File: config.mk
export PLATFORM = sky130hd
export DESIGN_NAME = adc_conv_ctrl
export DESIGN_NICKNAME = d
export VERILOG_FILES = /design/src/rtl/adc_pkg.sv /design/src/rtl/adc_phase_timer.sv /design/src/rtl/adc_conv_ctrl.sv
export SDC_FILE = /design/constraint.sdc
export NUM_CORES = 1
export LEC_CHECK = 0
export BUFFER_PORTS_ARGS = -buffer_cell sky130_fd_sc_hd__buf_2
export CAP_MARGIN = 10
export CELL_PAD_IN_SITES_DETAIL_PLACEMENT = 1
export CELL_PAD_IN_SITES_GLOBAL_PLACEMENT = 1
export CORE_MARGIN = 2
export CORE_UTILIZATION = 43
export DETAILED_ROUTE_END_ITERATION = 8
export HOLD_SLACK_MARGIN = 0.08
export MAX_ROUTING_LAYER = met4
export PLACE_DENSITY = 0.78
export SLEW_MARGIN = 30
export SYNTH_ARGS = -nofsm -noshare
export SYNTH_HDL_FRONTEND = slang
export SYNTH_SLANG_ARGS = --single-unit
File: constraint.sdc
create_clock -name clk -period 2.35 [get_ports clk]
set_clock_uncertainty 0.05 [all_clocks]
set_input_delay 0.1175 -clock clk [delete_from_list [all_inputs] [get_ports clk]]
set_output_delay 0.1175 -clock clk [all_outputs]
set_load 0.02 [all_outputs]
File: src/rtl/adc_pkg.sv
// Shared types and constants for the flash ADC conversion sequencer.
// Imported by the controller and its phase timer.
package adc_pkg;

    localparam int CODE_W = 4;
    localparam logic [CODE_W-1:0] CODE_MAX = 4'd15;
    localparam logic [CODE_W-1:0] CODE_MIN = 4'd0;

    typedef enum logic [2:0] {
        IDLE,
        TRACK,
        SETTLE,
        LATCH,
        CAPTURE,
        DONE
    } state_t;

endpackage

File: src/rtl/adc_phase_timer.sv
// Loadable down-counter timing the track and settle phases.
// Holds at zero once expired until reloaded.
module adc_phase_timer #(
    parameter int W = 3
) (
    input  logic         clk,
    input  logic         rst,
    input  logic         clr,
    input  logic         load,
    input  logic [W-1:0] val,
    output logic         expire
);

    logic [W-1:0] count;

    // Count down toward zero; abort clears, load takes the phase length
    always_ff @(posedge clk or posedge rst) begin
        if (rst) begin
            count <= '0;
        end else if (clr) begin
            count <= '0;
        end else if (load) begin
            count <= val;
        end else if (count != '0) begin
            count <= count - W'(1);
        end
    end

    assign expire = (count == '0);

endmodule

File: src/rtl/adc_conv_ctrl.sv
// Conversion sequencer: track/settle/latch/capture per sample,
// averages 2^AVG_LOG2 samples and reports over start/busy/done.
module adc_conv_ctrl
    import adc_pkg::*;
#(
    parameter int TRACK_CYC  = 4,
    parameter int SETTLE_CYC = 2,
    parameter int AVG_LOG2   = 2
) (
    input  logic                       clk,
    input  logic                       rst,
    input  logic                       start,
    input  logic                       cont,
    input  logic                       abort,
    input  logic [CODE_W-1:0]          code_in,
    output logic                       sh_track,
    output logic                       cmp_en,
    output logic                       cmp_latch,
    output logic                       busy,
    output logic                       done,
    output logic [CODE_W-1:0]          result,
    output logic [CODE_W+AVG_LOG2-1:0] sum,
    output logic                       ovr,
    output logic                       udr
);

    localparam int AW   = CODE_W + AVG_LOG2;
    localparam int CW   = AVG_LOG2 + 1;
    localparam int TMAX = (TRACK_CYC > SETTLE_CYC) ? TRACK_CYC : SETTLE_CYC;
    localparam int TW   = $clog2(TMAX + 1);

    localparam logic [CW-1:0] LAST = CW'((1 << AVG_LOG2) - 1);
    localparam logic [TW-1:0] T_LD = TW'(TRACK_CYC - 1);
    localparam logic [TW-1:0] S_LD = TW'(SETTLE_CYC - 1);

    state_t            state;
    logic [AW-1:0]     acc;
    logic [AW-1:0]     acc_nxt;
    logic [CW-1:0]     cnt;
    logic              ovr_w;
    logic              udr_w;
    logic              ovr_nxt;
    logic              udr_nxt;
    logic              last;
    logic              tload;
    logic [TW-1:0]     tval;
    logic              expire;
    logic [CODE_W-1:0] rcode;

    assign acc_nxt = acc + AW'(code_in);
    assign ovr_nxt = ovr_w | (code_in == CODE_MAX);
    assign udr_nxt = udr_w | (code_in == CODE_MIN);
    assign last    = (cnt == LAST);

    // Round half up before the shift; one spare bit keeps the add exact
    if (AVG_LOG2 == 0) begin : g_norm
        assign rcode = acc_nxt[CODE_W-1:0];
    end else begin : g_rnd
        logic [AW:0] rsum;
        logic [AW:0] rq;
        assign rsum  = {1'b0, acc_nxt} + (AW+1)'(1 << (AVG_LOG2 - 1));
        assign rq    = rsum >> AVG_LOG2;
        assign rcode = (rq > (AW+1)'(CODE_MAX)) ? CODE_MAX : rq[CODE_W-1:0];
    end

    // Load the timer on entry to TRACK or SETTLE so phase length is exact
    always_comb begin
        tload = 1'b0;
        tval  = T_LD;
        if (!abort) begin
            unique case (state)
                IDLE:    tload = start;
                TRACK: begin
                    tload = expire;
                    tval  = S_LD;
                end
                CAPTURE: tload = !last;
                DONE:    tload = cont;
                default: tload = 1'b0;
            endcase
        end
    end

    adc_phase_timer #(
        .W(TW)
    ) u_timer (
        .clk   (clk),
        .rst   (rst),
        .clr   (abort),
        .load  (tload),
        .val   (tval),
        .expire(expire)
    );

    // Sequencer with outputs registered alongside the next state
    always_ff @(posedge clk or posedge rst) begin
        if (rst) begin
            state     <= IDLE;
            acc       <= '0;
            cnt       <= '0;
            ovr_w     <= 1'b0;
            udr_w     <= 1'b0;
            sh_track  <= 1'b0;
            cmp_en    <= 1'b0;
            cmp_latch <= 1'b0;
            busy      <= 1'b0;
            done      <= 1'b0;
            result    <= '0;
            sum       <= '0;
            ovr       <= 1'b0;
            udr       <= 1'b0;
        end else begin
            cmp_latch <= 1'b0;
            done      <= 1'b0;
            if (abort) begin
                state    <= IDLE;
                sh_track <= 1'b0;
                cmp_en   <= 1'b0;
                busy     <= 1'b0;
            end else begin
                unique case (state)
                    IDLE: begin
                        if (start) begin
                            state    <= TRACK;
                            acc      <= '0;
                            cnt      <= '0;
                            ovr_w    <= 1'b0;
                            udr_w    <= 1'b0;
                            sh_track <= 1'b1;
                            cmp_en   <= 1'b1;
                            busy     <= 1'b1;
                        end
                    end
                    TRACK: begin
                        if (expire) begin
                            state    <= SETTLE;
                            sh_track <= 1'b0;
                        end
                    end
                    SETTLE: begin
                        if (expire) begin
                            state     <= LATCH;
                            cmp_latch <= 1'b1;
                        end
                    end
                    LATCH: begin
                        state <= CAPTURE;
                    end
                    CAPTURE: begin
                        acc   <= acc_nxt;
                        ovr_w <= ovr_nxt;
                        udr_w <= udr_nxt;
                        cnt   <= cnt + CW'(1);
                        if (last) begin
                            state  <= DONE;
                            done   <= 1'b1;
                            result <= rcode;
                            sum    <= acc_nxt;
                            ovr    <= ovr_nxt;
                            udr    <= udr_nxt;
                        end else begin
                            state    <= TRACK;
                            sh_track <= 1'b1;
                        end
                    end
                    DONE: begin
                        if (cont) begin
                            state    <= TRACK;
                            acc      <= '0;
                            cnt      <= '0;
                            ovr_w    <= 1'b0;
                            udr_w    <= 1'b0;
                            sh_track <= 1'b1;
                        end else begin
                            state  <= IDLE;
                            cmp_en <= 1'b0;
                            busy   <= 1'b0;
                        end
                    end
                    default: state <= IDLE;
                endcase
            end
        end
    end

endmodule

# Word level (Yosys, flattened, before mapping)
# Index checks and enable logic that the tools add are counted.
[totals]
ff_bits = 33
in_bits = 9
out_inout_bits = 17
wordCells = 90
[op_classes]
add_sub_neg = 4
n_lt_le_gt_ge = 1
eq_ne = 15
mux = 39
bitwise_logic = 3
reduce_logical = 14
[op_table]
columns = ["op", "count"]
rows = [
  ["3-bit two-way mux", 10],
  ["3-bit inequality test, second input constant", 6],
  ["3-bit one-hot mux with 6 select lines", 1],
  ["6-bit one-hot mux with 3 select lines", 1],
  ["1-bit two-way mux", 17],
  ["6-bit two-way mux", 2],
  ["3-bit nonzero test", 4],
  ["3-bit by 2-bit == test with 1-bit output, second input constant", 3],
  ["3-bit one-hot mux with 3 select lines", 1],
  ["3-bit AND reduction", 3],
  ["1-bit one-hot mux with 4 select lines", 2],
  ["6-bit by 2-bit adder with 7-bit output, second input constant", 1],
  ["6-bit by 4-bit adder with 6-bit output", 1],
  ["3-bit == test, second input constant", 2],
  ["3-bit logical NOT", 2],
  ["1-bit one-hot mux with 3 select lines", 2],
  ["5-bit by 4-bit > comparator with 1-bit output, second input constant", 1],
  ["5-bit AND reduction", 1],
  ["5-bit nonzero test", 1],
  ["4-bit == test, second input constant", 1],
  ["4-bit logical NOT", 1],
  ["4-bit two-way mux", 1],
  ["2-bit inequality test, second input constant", 2],
  ["4-bit AND reduction", 1],
  ["8 further kinds", 9],
]

# Longest topological paths before layout
# Gate-level depths: netlist (run 1).
[logic_depth]
word_depth = 6
mapped_depth = 9
depth_no_buf = 9

# Cells and area by module
# Synthesis (run 1) repeated with hierarchy kept, for this count alone.
[unflattened]
hier_cells = 181
hier_area_um2 = 1760.4
[modules_own_cells]
columns = ["module", "n_inst", "cells_per_inst", "area_each_um2", "seq_area_each_um2"]
rows = [
  ["adc_conv_ctrl", 1, 160, 1552.7, 750.7],
  ["adc_phase_timer", 1, 21, 207.7, 75.1],
]

# Worst setup path before layout (run 1)
# OpenSTA, ideal clock, no wires.
[synth_timing]
path_kind = "register -> register"
from = "register acc[0]"
to = "register result[3]"
setup_ns = 0.092
arrival_time_ns = 1.901
required_time_ns = 2.208
setup_slack_ns = 0.307
path_stages_with_launch = 10
n_path_buf = 0
synth_period_minus_slack_ns = 2.043
cell_sequence = "dfrtp_1 ha_1 inv_1 fa_1 xor2_1 inv_1 ha_1 nor2b_1 and4_1 o31ai_2"
[synth_via]
elab_chain_cells = 4
[synth_rtl]
columns = ["element", "line_no", "text"]
rows = [
  ["start, declared", "adc_conv_ctrl.sv:37", "logic [AW-1:0] acc;"],
  ["start signal, assigned", "adc_conv_ctrl.sv:150", "acc <= acc_nxt;"],
  ["6-bit by 4-bit adder with 6-bit output *", "adc_conv_ctrl.sv:50", "assign acc_nxt = acc + AW'(code_in);"],
  ["net acc_nxt[2]", "adc_conv_ctrl.sv:38", "logic [AW-1:0] acc_nxt;"],
  ["6-bit by 2-bit adder with 7-bit output *", "adc_conv_ctrl.sv:61", "assign rsum = {1'b0, acc_nxt} + (AW+1)'(1 << (AVG_LOG2 - 1));"],
  ["5-bit by 4-bit > comparator with 1-bit output", "adc_conv_ctrl.sv:63", "assign rcode = (rq > (AW+1)'(CODE_MAX)) ? CODE_MAX : rq[CODE_W-1:0];"],
  ["4-bit two-way mux *", "adc_conv_ctrl.sv:63", ""],
  ["end signal, assigned", "adc_conv_ctrl.sv:157", "result <= rcode;"],
  ["end, declared", "adc_conv_ctrl.sv:21", "output logic [CODE_W-1:0] result,"],
]
# Mark *: on every way through the listed nets, which the timed path passes. The rest lies on a longest branch.
# A chain may end at the register's enable or synchronous reset.

# Worst setup path in the final report (run 1)
# Same ends and word-level chain as after synthesis.

==> impl_results.rst, run 1 <==
.. list-table::
   :header-rows: 1

   * - Metric
     - Value
   * - Via count
     - 1402
   * - TritonCTS sink count
     - 33
   * - RePlAce Congestion
     - 0.883
   * - Worst path required time
     - 2.49 ns
   * - Worst Setup Path Type
     - flop to flop
   * - Met1 demand-to-capacity share in global routing
     - 22.9%
   * - Pwr/cell area
     - 744 nW/um^2
   * - Startpoint Class
     - flop
   * - Path class of the lowest-slack min-delay path
     - input port to flop
   * - Minimum clock period after layout
     - 2.16 ns
   * - Leading cell types by total area after synthesis
     - dfrtp_1, nand2_1, ha_1, nor2_1, inv_1
   * - Input/output buffers
     - 25
   * - GRT Max-Usage Layer
     - met2
   * - Total Negative Setup Slacks
     - 0 ns
   * - Least setup slack across all paths after layout
     - 0.193 ns
   * - Clock root buffer
     - clkbuf_8
   * - Antenna violation net count after detailed routing
     - 0
   * - Post-synthesis sequential element count
     - 33
   * - Detailed Routing Iterations Pass 1
     - 4
   * - Type of destination of the critical path
     - flop
   * - Final Routed Wirelength
     - 3990 um
   * - Hold Violations, Final
     - 0
   * - Total power draw
     - 1.55 mW
   * - Maximum Capacitance Violations
     - 0
   * - Htree depth
     - 2
   * - Status
     - finished, final reports clean
   * - Starting density of the core
     - 44.9%
   * - Fraction of final layout cells sized beyond drive strength 1
     - 26.9%
   * - CTS buffer count
     - 5
   * - Number of warnings printed during yosys synthesis
     - 0
   * - Met2 layer usage reported by global route
     - 34.5%
   * - Count of antenna diodes in the layout
     - 0
   * - Final Net Count
     - 230
   * - Proportion of netlist area held by the largest area contributor
     - 46.0%
   * - Syn_nets
     - 201
   * - Detailed placement HPWL
     - 2950 um
   * - Number of DRC markers in iteration 0
     - 34
   * - Via density
     - 5.35
   * - Final-report max-slew violation count
     - 0
   * - Worst EP arrival
     - 2.30 ns
   * - Clock network latency to the later pin of the worst-skew pair
     - 0.28 ns
   * - Routed wire per std cell
     - 15.2 um
   * - Highest-count cells in the layout ignoring fill and taps
     - nand2_1, dfrtp_1, buf_2, nor2_1, inv_1
   * - Height of the die
     - 68.6 um
   * - Site Rows
     - 23
   * - Placed insts
     - 251
   * - Via count of the first global-routing pass
     - 1490
   * - All-Layer GR Usage
     - 19.7%
   * - Clock tree from TritonCTS
     - built
   * - Final critical-path share of the clock period
     - 91.8%
   * - Number of filler instances in the final layout
     - 461
   * - Global Route met3 Usage
     - 3.90%
   * - Non-filler cells, final
     - 262
   * - DIE WIDTH
     - 68.6 um
   * - Static leakage
     - 1.05 nW
   * - Number of distinct standard cells referenced by the synthesized netlist
     - 48
   * - Count of unresolved DRC violations after routing
     - 0
   * - Final setup fails
     - 0
   * - Sequential cell area fraction in the yosys report
     - 46.0%
   * - Worst slack after detailed placement
     - 0.0760 ns
   * - Worst ir drop on vdd
     - 0.000510 V
   * - Remaining global-route overflow
     - 0
   * - Cell type with the largest total area after synthesis
     - dfrtp_1
   * - Maximum achievable frequency
     - 0.464 GHz
   * - Clock transition at the registers of the reported paths
     - 0.07 ns
   * - Layout overhead on the synthesized area
     - 16.2%
   * - Io pins
     - 26
   * - Wire length of the first global-routing pass
     - 6750 um
   * - Initial antenna violation count
     - 0
   * - Die ar.
     - 4710 um^2
   * - Maximum number of pins on one net before global-route repair
     - 34
   * - Unrepaired setup endpoints after global routing
     - false
   * - Slew margin rel.
     - 61.5%
   * - Placeable core area
     - 4000 um^2
   * - Post-synthesis instance area
     - 1800 um^2
   * - Average cell area after synthesis
     - 9.87 um^2
   * - Max FO, Critical Path
     - 4
   * - Final worst hold slack
     - 0.173 ns
   * - Worst Tran Pin Value
     - 0.578 ns
   * - Maximum root-to-sink buffer count
     - 2
   * - Mapped Cells
     - 182
==> where the power goes <==
| part | total [mW] | internal, mW | switching (mW) | leakage (nW) |
|---|---|---|---|---|
| clock network | 0.472 | 0.265 | 0.207 | 0.0542 |
| registers | 0.673 | 0.613 | 0.0603 | 0.455 |
| logic | 0.409 | 0.167 | 0.242 | 0.537 |
==> metal layers <==
metal | vias up | share of wire (%)
li1 | 679 | -
met1 | 696 | 43
met2 | 21 | 53
met3 | 6 | 2.8
met4 | 0 | 1.0
met5 | - | 0
==> cell type report <==
type / instances / area [um^2] / area share [%]
inverters: 13 / 48.8 / 2.34
well taps: 50 / 62.6 / 3.00
clock inverters: 1 / 5.00 / 0.240
clock buffers: 7 / 96.3 / 4.62
flip-flops and latches: 33 / 826 / 39.6
repair buffers: 31 / 175 / 8.39
multi-input cells: 127 / 873 / 41.8
==> final timing paths <==
check	start	endpoint	slack, ns	depth (start not counted)
max	acc[0]$_DFFE_PP0P_	result[3]$_DFFE_PP0P_	0.19	9
max reg2reg	acc[0]$_DFFE_PP0P_	result[3]$_DFFE_PP0P_	0.19	9
min in group asynchronous	rst	sum[4]$_DFFE_PP0P_	0.42	4
max in group asynchronous	rst	acc[5]$_DFFE_PP0P_	1.52	4
min reg2reg	sum[5]$_DFFE_PP0P_	sum[5]$_DFFE_PP0P_	0.42	2
min	code_in[0]	ovr_w$_DFFE_PP0P_	0.17	3
==> flip-flops by register name, indices dropped and copies added (netlist names) <==
register and count:
acc 6, u_timer.count 3, ovr_w 1, busy 1, sum 6, ovr 1, done 1, sh_track 1
cmp_latch 1, udr 1, result 4, udr_w 1, state 3, cnt 3
==> cell usage after synthesis (all sizes together) <==
cell type  number
nor4            1
a211o           1
nand3           1
ha              9
nor2b           2
a311o           1
buf             7
dfrtp          33
clkbuf          2
nand2          34
nor3b           2
and4            1
o311ai          1
a2bb2oi         1
nor3            4
a21o            2
nand2b          3
a41oi           1
inv            12
xnor2           4
and3            2
a22o            3
nand4           1
a22oi           1
nand3b          1
o21ai           8
a221oi          1
fa              1
xor2            3
nor2           14
and4b           1
a31oi           4
or2             1
o31ai           7
a21oi          11
clkinv          1
==> what timing repair did <==
item                                   4_1_cts  5_1_grt
endpoints found under the hold margin       34        0
gates resized for setup                      0        3
setup endpoints to repair                    0        4
setup buffers                                0        1
hold buffers                                 2        0
==> metrics by stage <==
step | cell area, um^2 | utilization (%)
3_5_place_dp | 1940 | 48.5
4_1_cts | 2060 | 51.5
5_1_grt | 2090 | 52.2
3_3_place_gp | 1940 | 48.5
2_1_floorplan | 1800 | -
6_report | 2090 | 52.2
==> logic make-up after synthesis <==
family / share of synthesized area (%)
compound gates: 17.3
flops: 46.0
xor+xnor: 4.25
fa+ha+maj: 7.38
buf+inv: 6.41
simple gates: 18.7
==> worst max-delay path, cell delays in order, from the launching register on <==
cell and delay (ns):
dfrtp_1 0.35, ha_1 0.17, inv_1 0.06, fa_2 0.37, xor2_2 0.22, inv_1 0.07
ha_1 0.23, nor2b_1 0.15, and4_1 0.22, o31ai_2 0.18
Power figures use the tool's default switching activity.
==> inputs of run 2 (changes only) <==
CAP_MARGIN = 15   (was 10)
CORE_MARGIN = 5   (was 2)
MAX_ROUTING_LAYER = default   (was met4)
==> impl_results.rst, run 2 (synthesized netlist as in run 1, its figures left out) <==
.. list-table::
   :header-rows: 1

   * - Metric
     - Value
   * - Via count of the first global-routing pass
     - 1523 (+2.2%)
   * - Antenna violation net count after detailed routing
     - 0 (unchanged)
   * - Placeable core area
     - 4030 um^2 (+0.72%)
   * - Maximum number of pins on one net before global-route repair
     - 34 (unchanged)
   * - R2R Path Start
     - acc[0]$_DFFE_PP0P_
   * - Static leakage
     - 1.04 nW (-0.28%)
   * - Detailed Routing Iterations Pass 1
     - 4 (unchanged)
   * - Hold path start
     - abort
   * - Routed wire per std cell
     - 16.3 um (+7.4%)
   * - Worst ir drop on vdd
     - 0.000389 V (-24%)
   * - Top Registers
     - acc x6, sum x6, result x4
   * - Total Negative Setup Slacks
     - 0 ns (unchanged)
   * - Fraction of final layout cells sized beyond drive strength 1
     - 25.6% (-1.3 points)
   * - Fraction of power spent switching nets
     - 31.1% (-1.6 points)
   * - Minimum clock period after layout
     - 2.21 ns (+0.0545 ns)
   * - Worst reg2reg endpoint
     - result[3]$_DFFE_PP0P_
   * - Htree depth
     - 2 (unchanged)
   * - Hold Path Sink
     - sh_track$_DFFE_PP0P_
   * - CTS buffer count
     - 5 (unchanged)
   * - Via density
     - 5.45 (+1.8%)
   * - TritonCTS sink count
     - 33 (unchanged)
   * - Maximum Capacitance Violations
     - 0 (unchanged)
   * - Number of DRC markers in iteration 0
     - 111 (+230%)
   * - Startpoint of the worst setup timing path
     - acc[0]$_DFFE_PP0P_
   * - Design internal power
     - 1.12 mW (+7.6%)
   * - Starting density of the core
     - 44.6% (-0.32 points)
   * - Clock root buffer
     - clkbuf_8
   * - Die ar.
     - 5570 um^2 (+18%)
   * - Type of destination of the critical path
     - flop
   * - Share of power burned in registers
     - 41.4% (-1.9 points)
   * - Final setup fails
     - 0 (unchanged)
   * - Worst path required time
     - 2.50 ns (about the same)
   * - Clock tree from TritonCTS
     - built
   * - Net load switching power
     - 508 uW (-0.11%)
   * - DIE WIDTH
     - 74.6 um (+8.7%)
   * - Part of the total power dissipated in the clock network
     - 34.0% (+3.6 points)
   * - Final Net Count
     - 229 (-0.43%)
   * - Clock network latency to the later pin of the worst-skew pair
     - 0.28 ns (about the same)
   * - Maximum root-to-sink buffer count
     - 2 (unchanged)
   * - CP max-delay cell
     - fa_1
   * - Worst slack after detailed placement
     - 0.105 ns (+0.0294 ns)
   * - Buffers inserted during post-CTS setup optimization
     - 0 (unchanged)
   * - Input/output buffers
     - 25 (unchanged)
   * - Crit-path max cell delay
     - 0.40 ns (+0.03 ns)
   * - Highest-count cells in the layout ignoring fill and taps
     - nand2_1, dfrtp_1, buf_2, nor2_1, inv_1
   * - Maximum achievable frequency
     - 0.452 GHz (-2.5%)
   * - Proportion of power drawn by combinational gates
     - 24.6% (-1.7 points)
   * - Path class of the lowest-slack min-delay path
     - input port to flop
   * - Final-report max-slew violation count
     - 0 (unchanged)
   * - Pwr/cell area
     - 784 nW/um^2 (+5.4%)
   * - Cells along the critical path
     - ha_1 > inv_1 > fa_1 > nand2b_1 > a21oi_2 > xor2_2 > a31oi_1 > o31ai_2
   * - Least setup slack across all paths after layout
     - 0.138 ns (-0.0545 ns)
   * - Initial antenna violation count
     - 0 (unchanged)
   * - Slew margin rel.
     - 59.3% (-2.2 points)
   * - Startpoint Class
     - flop
   * - Worst EP arrival
     - 2.36 ns (+0.06 ns)
   * - Io pins
     - 26 (unchanged)
   * - Final Routed Wirelength
     - 4270 um (+7.0%)
   * - Height of the die
     - 74.6 um (+8.7%)
   * - Detailed placement HPWL
     - 3140 um (+6.5%)
   * - Final worst hold slack
     - 0.0869 ns (-0.0865 ns)
   * - Count of antenna diodes in the layout
     - 0 (unchanged)
   * - Unrepaired setup endpoints after global routing
     - false
   * - All-Layer GR Usage
     - 17.7% (-2.0 points)
   * - Reg2Reg Depth
     - 8 (-1)
   * - Clock transition at the registers of the reported paths
     - 0.07 ns (about the same)
   * - Status
     - finished, final reports clean
   * - Via count
     - 1422 (+1.4%)
   * - Final critical-path share of the clock period
     - 94.1% (+2.3 points)
   * - Worst Setup Path Type
     - flop to flop
   * - Depth of the worst hold-timing path
     - 2 (-1)
   * - Wire length of the first global-routing pass
     - 7400 um (+9.7%)
   * - Remaining global-route overflow
     - 0 (unchanged)
   * - Worst Tran Pin Value
     - 0.611 ns (+0.0328 ns)
   * - Max FO, Critical Path
     - 7 (+3)
   * - Count of unresolved DRC violations after routing
     - 0 (unchanged)
   * - Site Rows
     - 23 (unchanged)
   * - Slack of the worst reg-to-reg path
     - 0.14 ns (-0.05 ns)
   * - Layout overhead on the synthesized area
     - 15.9%
   * - RePlAce Congestion
     - 0.864 (-2.2%)
   * - Hold Violations, Final
     - 0 (unchanged)
-- run 2: worst max-delay path by stage --
stage | to | slack (ns) | cells past startpoint
3_5_place_dp | result[3]$_DFFE_PP0P_ | 0.11 | 8
4_1_cts | result[3]$_DFFE_PP0P_ | 0.05 | 8
6_report | result[3]$_DFFE_PP0P_ | 0.14 | 8
2_1_floorplan | result[3]$_DFFE_PP0P_ | 0.31 | 9
3_3_place_gp | result[2]$_DFFE_PP0P_ | 0.26 | 8
5_1_grt | result[3]$_DFFE_PP0P_ | 0.009 | 8
-- run 2: layout make-up --
type,instances,area [um^2]
inverters,13,48.8
multi-input cells,127,863
clock buffers,7,86.3
well taps,50,62.6
repair buffers,30,165
fillers,491,1950
flip-flops and latches,33,826
clock inverters,1,30.0
-- run 2: power groups by stage --
stage                     combinational [mW]  clock [mW]  sequential (mW)
final                                  0.401       0.556            0.676
after global routing                   0.456       0.592            0.684
after CTS                              0.407       0.564            0.676
after detailed placement               0.402           0            0.686
after global placement                 0.375           0            0.681
after floorplan                        0.344           0            0.660
-- run 2: routing by layer --
layer,vias to the layer above,share of wire [%],GRT usage (%)
met2,22,54,32.4
li1,682,-,-
met1,713,41,20.7
met4,0,1.1,5.34
met3,5,3.3,3.60
met5,-,0,0
-- run 2: worst max-delay path, delay by kind of cell, from the launching register on --
| kind | cells | cell delay [ns] |
|---|---|---|
| compound gates | 3 | 0.56 |
| flops | 1 | 0.36 |
| buf+inv | 1 | 0.07 |
| fa+ha+maj | 2 | 0.60 |
| simple gates | 1 | 0.19 |
| xor+xnor | 1 | 0.30 |
-- run 2: stage by stage --
stage | util [%] | instances | total power, mW | instance area, um^2
final | 51.7 | 261 | 1.63 | 2080
after global routing | 51.7 | 261 | 1.73 | 2080
after CTS | 51.5 | 261 | 1.65 | 2070
after detailed placement | 48.4 | 252 | 1.09 | 1950
after global placement | 48.4 | 252 | 1.06 | 1950
after floorplan | - | 182 | 1.00 | 1800
-- run 2: repair_timing --
| item | in CTS | in global routing |
|---|---|---|
| endpoints found under the hold margin | 33 | 0 |
| hold buffers | 1 | 0 |
| endpoints found under the setup margin | 0 | 4 |
| gates resized for setup | 0 | 1 |
==> inputs of run 3 (changes only) <==
CORE_UTILIZATION = 40   (was 43)
PLACE_DENSITY = 0.73   (was 0.78)
==> impl_results.rst, run 3 (synthesized netlist as in run 1, its figures left out) <==
.. list-table::
   :header-rows: 1

   * - Metric
     - Value
   * - Multi-input combinational cell area
     - 863 um^2 (unchanged)
   * - Final-report max-slew violation count
     - 0 (unchanged)
   * - Placeable core area
     - 4350 um^2 (+8.1%)
   * - Max FO, Critical Path
     - 7 (unchanged)
   * - Number of filler instances in the final layout
     - 518 (+5.5%)
   * - Maximum root-to-sink buffer count
     - 2 (unchanged)
   * - Maximum achievable frequency
     - 0.476 GHz (+5.2%)
   * - Via density
     - 5.36 (-1.6%)
   * - Worst EP arrival
     - 2.25 ns (-0.11 ns)
   * - Top Registers
     - acc x6, sum x6, result x4
   * - Register Area
     - 826 um^2 (unchanged)
   * - Routed wire per std cell
     - 15.8 um (-3.1%)
   * - Highest-count cells in the layout ignoring fill and taps
     - nand2_1, dfrtp_1, buf_2, nor2_1, inv_1
   * - All-Layer GR Usage
     - 15.1% (-2.6 points)
   * - Final critical-path share of the clock period
     - 89.4% (-4.7 points)
   * - Minimum clock period after layout
     - 2.10 ns (-0.110 ns)
   * - Pwr/cell area
     - 780 nW/um^2 (-0.49%)
   * - TritonCTS sink count
     - 33 (unchanged)
   * - Static leakage
     - 1.05 nW (+0.46%)
   * - Least setup slack across all paths after layout
     - 0.248 ns (+0.110 ns)
   * - Die ar.
     - 5930 um^2 (+6.5%)
   * - Number of DRC markers in iteration 0
     - 59 (-47%)
   * - Site Rows
     - 24 (+4.3%)
   * - Io pins
     - 26 (unchanged)
   * - Final worst hold slack
     - 0.0894 ns (+0.00246 ns)
   * - Highest metal layer with signal wires
     - met4
   * - Clock network latency to the later pin of the worst-skew pair
     - 0.28 ns (about the same)
   * - Antenna violation net count after detailed routing
     - 0 (unchanged)
   * - Final core utilization
     - 48.0% (-3.6 points)
   * - Starting density of the core
     - 41.3% (-3.3 points)
   * - Detailed Routing Iterations Pass 1
     - 4 (unchanged)
   * - RePlAce Congestion
     - 0.858 (-0.67%)
   * - Met3 Wirelength
     - 132 um (-7.0%)
   * - Final non-filler cell area
     - 2090 um^2 (+0.48%)
   * - Placed insts
     - 255 (+1.2%)
   * - Maximum number of pins on one net before global-route repair
     - 22 (-35%)
   * - Instance area after placement
     - 1960 um^2 (+0.51%)
   * - Non-filler cells, final
     - 264 (+1.1%)
   * - Via count of the first global-routing pass
     - 1475 (-3.2%)
   * - Layout overhead on the synthesized area
     - 16.4%
   * - Count of antenna diodes in the layout
     - 0 (unchanged)
   * - Worst Tran Pin Value
     - 0.844 ns (+0.233 ns)
   * - Unrepaired setup endpoints after global routing
     - false
   * - Hold Violations, Final
     - 0 (unchanged)
   * - CTS buffer count
     - 5 (unchanged)
   * - Final setup fails
     - 0 (unchanged)
   * - Final Net Count
     - 230 (+0.44%)
   * - Worst Setup Path Type
     - flop to flop
   * - Height of the die
     - 77.0 um (+3.2%)
   * - Worst path required time
     - 2.49 ns (about the same)
   * - Initial antenna violation count
     - 0 (unchanged)
   * - Remaining global-route overflow
     - 0 (unchanged)
   * - Final Routed Wirelength
     - 4180 um (-2.0%)
   * - Clock root buffer
     - clkbuf_8
   * - Count of unresolved DRC violations after routing
     - 0 (unchanged)
   * - Worst slack after detailed placement
     - 0.144 ns (+0.0390 ns)
   * - DIE WIDTH
     - 77.0 um (+3.2%)
   * - Type of destination of the critical path
     - flop
   * - Clock transition at the registers of the reported paths
     - 0.07 ns (about the same)
   * - Path class of the lowest-slack min-delay path
     - input port to flop
   * - Status
     - finished, final reports clean
   * - Input/output buffers
     - 25 (unchanged)
   * - Detailed-routed wire length on met2
     - 2150 um (-6.8%)
   * - Startpoint Class
     - flop
   * - Via count
     - 1416 (-0.42%)
   * - Fraction of final layout cells sized beyond drive strength 1
     - 25.9% (+0.35 points)
   * - M1 wire length
     - 1820 um (+3.1%)
   * - Detailed placement HPWL
     - 3100 um (-1.4%)
   * - Worst ir drop on vdd
     - 0.000314 V (-19%)
   * - Htree depth
     - 2 (unchanged)
   * - Total Negative Setup Slacks
     - 0 ns (unchanged)
   * - Wire length of the first global-routing pass
     - 7240 um (-2.2%)
   * - Clock tree from TritonCTS
     - built
   * - Total power draw
     - 1.63 mW (about the same)
   * - Maximum Capacitance Violations
     - 0 (unchanged)
   * - Slew margin rel.
     - 43.7% (-16 points)
[run 3: cell types whose count changed in the layout (fill, tap and decap cells not counted)]
cell | before | now
buf_4 | 4 | 5
[run 3: routing by layer]
layer | GRT usage (%) | vias to the layer above
li1 | - | 678
met1 | 18.4 | 704
met2 | 25.6 | 25
met3 | 3.98 | 9
met4 | 4.98 | 0
met5 | 0 | -
[run 3: final timing paths]
check | start | end | slack [ns] | depth (start not counted)
worst min register to register | sum[0]$_DFFE_PP0P_ | sum[0]$_DFFE_PP0P_ | 0.42 | 2
max in group asynchronous | rst | ovr_w$_DFFE_PP0P_ | 1.12 | 4
worst max-delay path | acc[0]$_DFFE_PP0P_ | result[3]$_DFFE_PP0P_ | 0.25 | 8
min in group asynchronous | rst | cmp_latch$_DFF_PP0_ | 0.50 | 3
worst min-delay path | abort | sh_track$_DFFE_PP0P_ | 0.09 | 2
worst max register to register | acc[0]$_DFFE_PP0P_ | result[3]$_DFFE_PP0P_ | 0.25 | 8
[run 3: critical path: stages, from the launching register on]
cell and delay (ns):
dfrtp_1 0.35, ha_1 0.17, inv_1 0.05, fa_1 0.39, nand2b_1 0.17, a21oi_2 0.17, xor2_2 0.29, a31oi_1 0.16
o31ai_2 0.22
[run 3: what timing repair did]
| action | CTS | global route |
|---|---|---|
| gates resized for setup | 0 | 1 |
| hold buffers | 1 | 0 |
| endpoints found under the setup margin | 0 | 4 |
| hold endpoints to repair | 19 | 0 |
| buffers inserted | 0 | 0 |
[run 3: cell type report]
class	instances	area share, %
multi-input combinational	127	41.3
inverter	13	2.33
clock buffer	7	4.13
tap	52	3.11
sequential	33	39.5
timing repair buffer	31	8.25
clock inverter	1	1.44
[run 3: where the power goes]
| part | switching (mW) | total (mW) | internal, mW |
|---|---|---|---|
| registers | 0.0635 | 0.676 | 0.613 |
| clock network | 0.204 | 0.549 | 0.346 |
| logic | 0.240 | 0.407 | 0.167 |
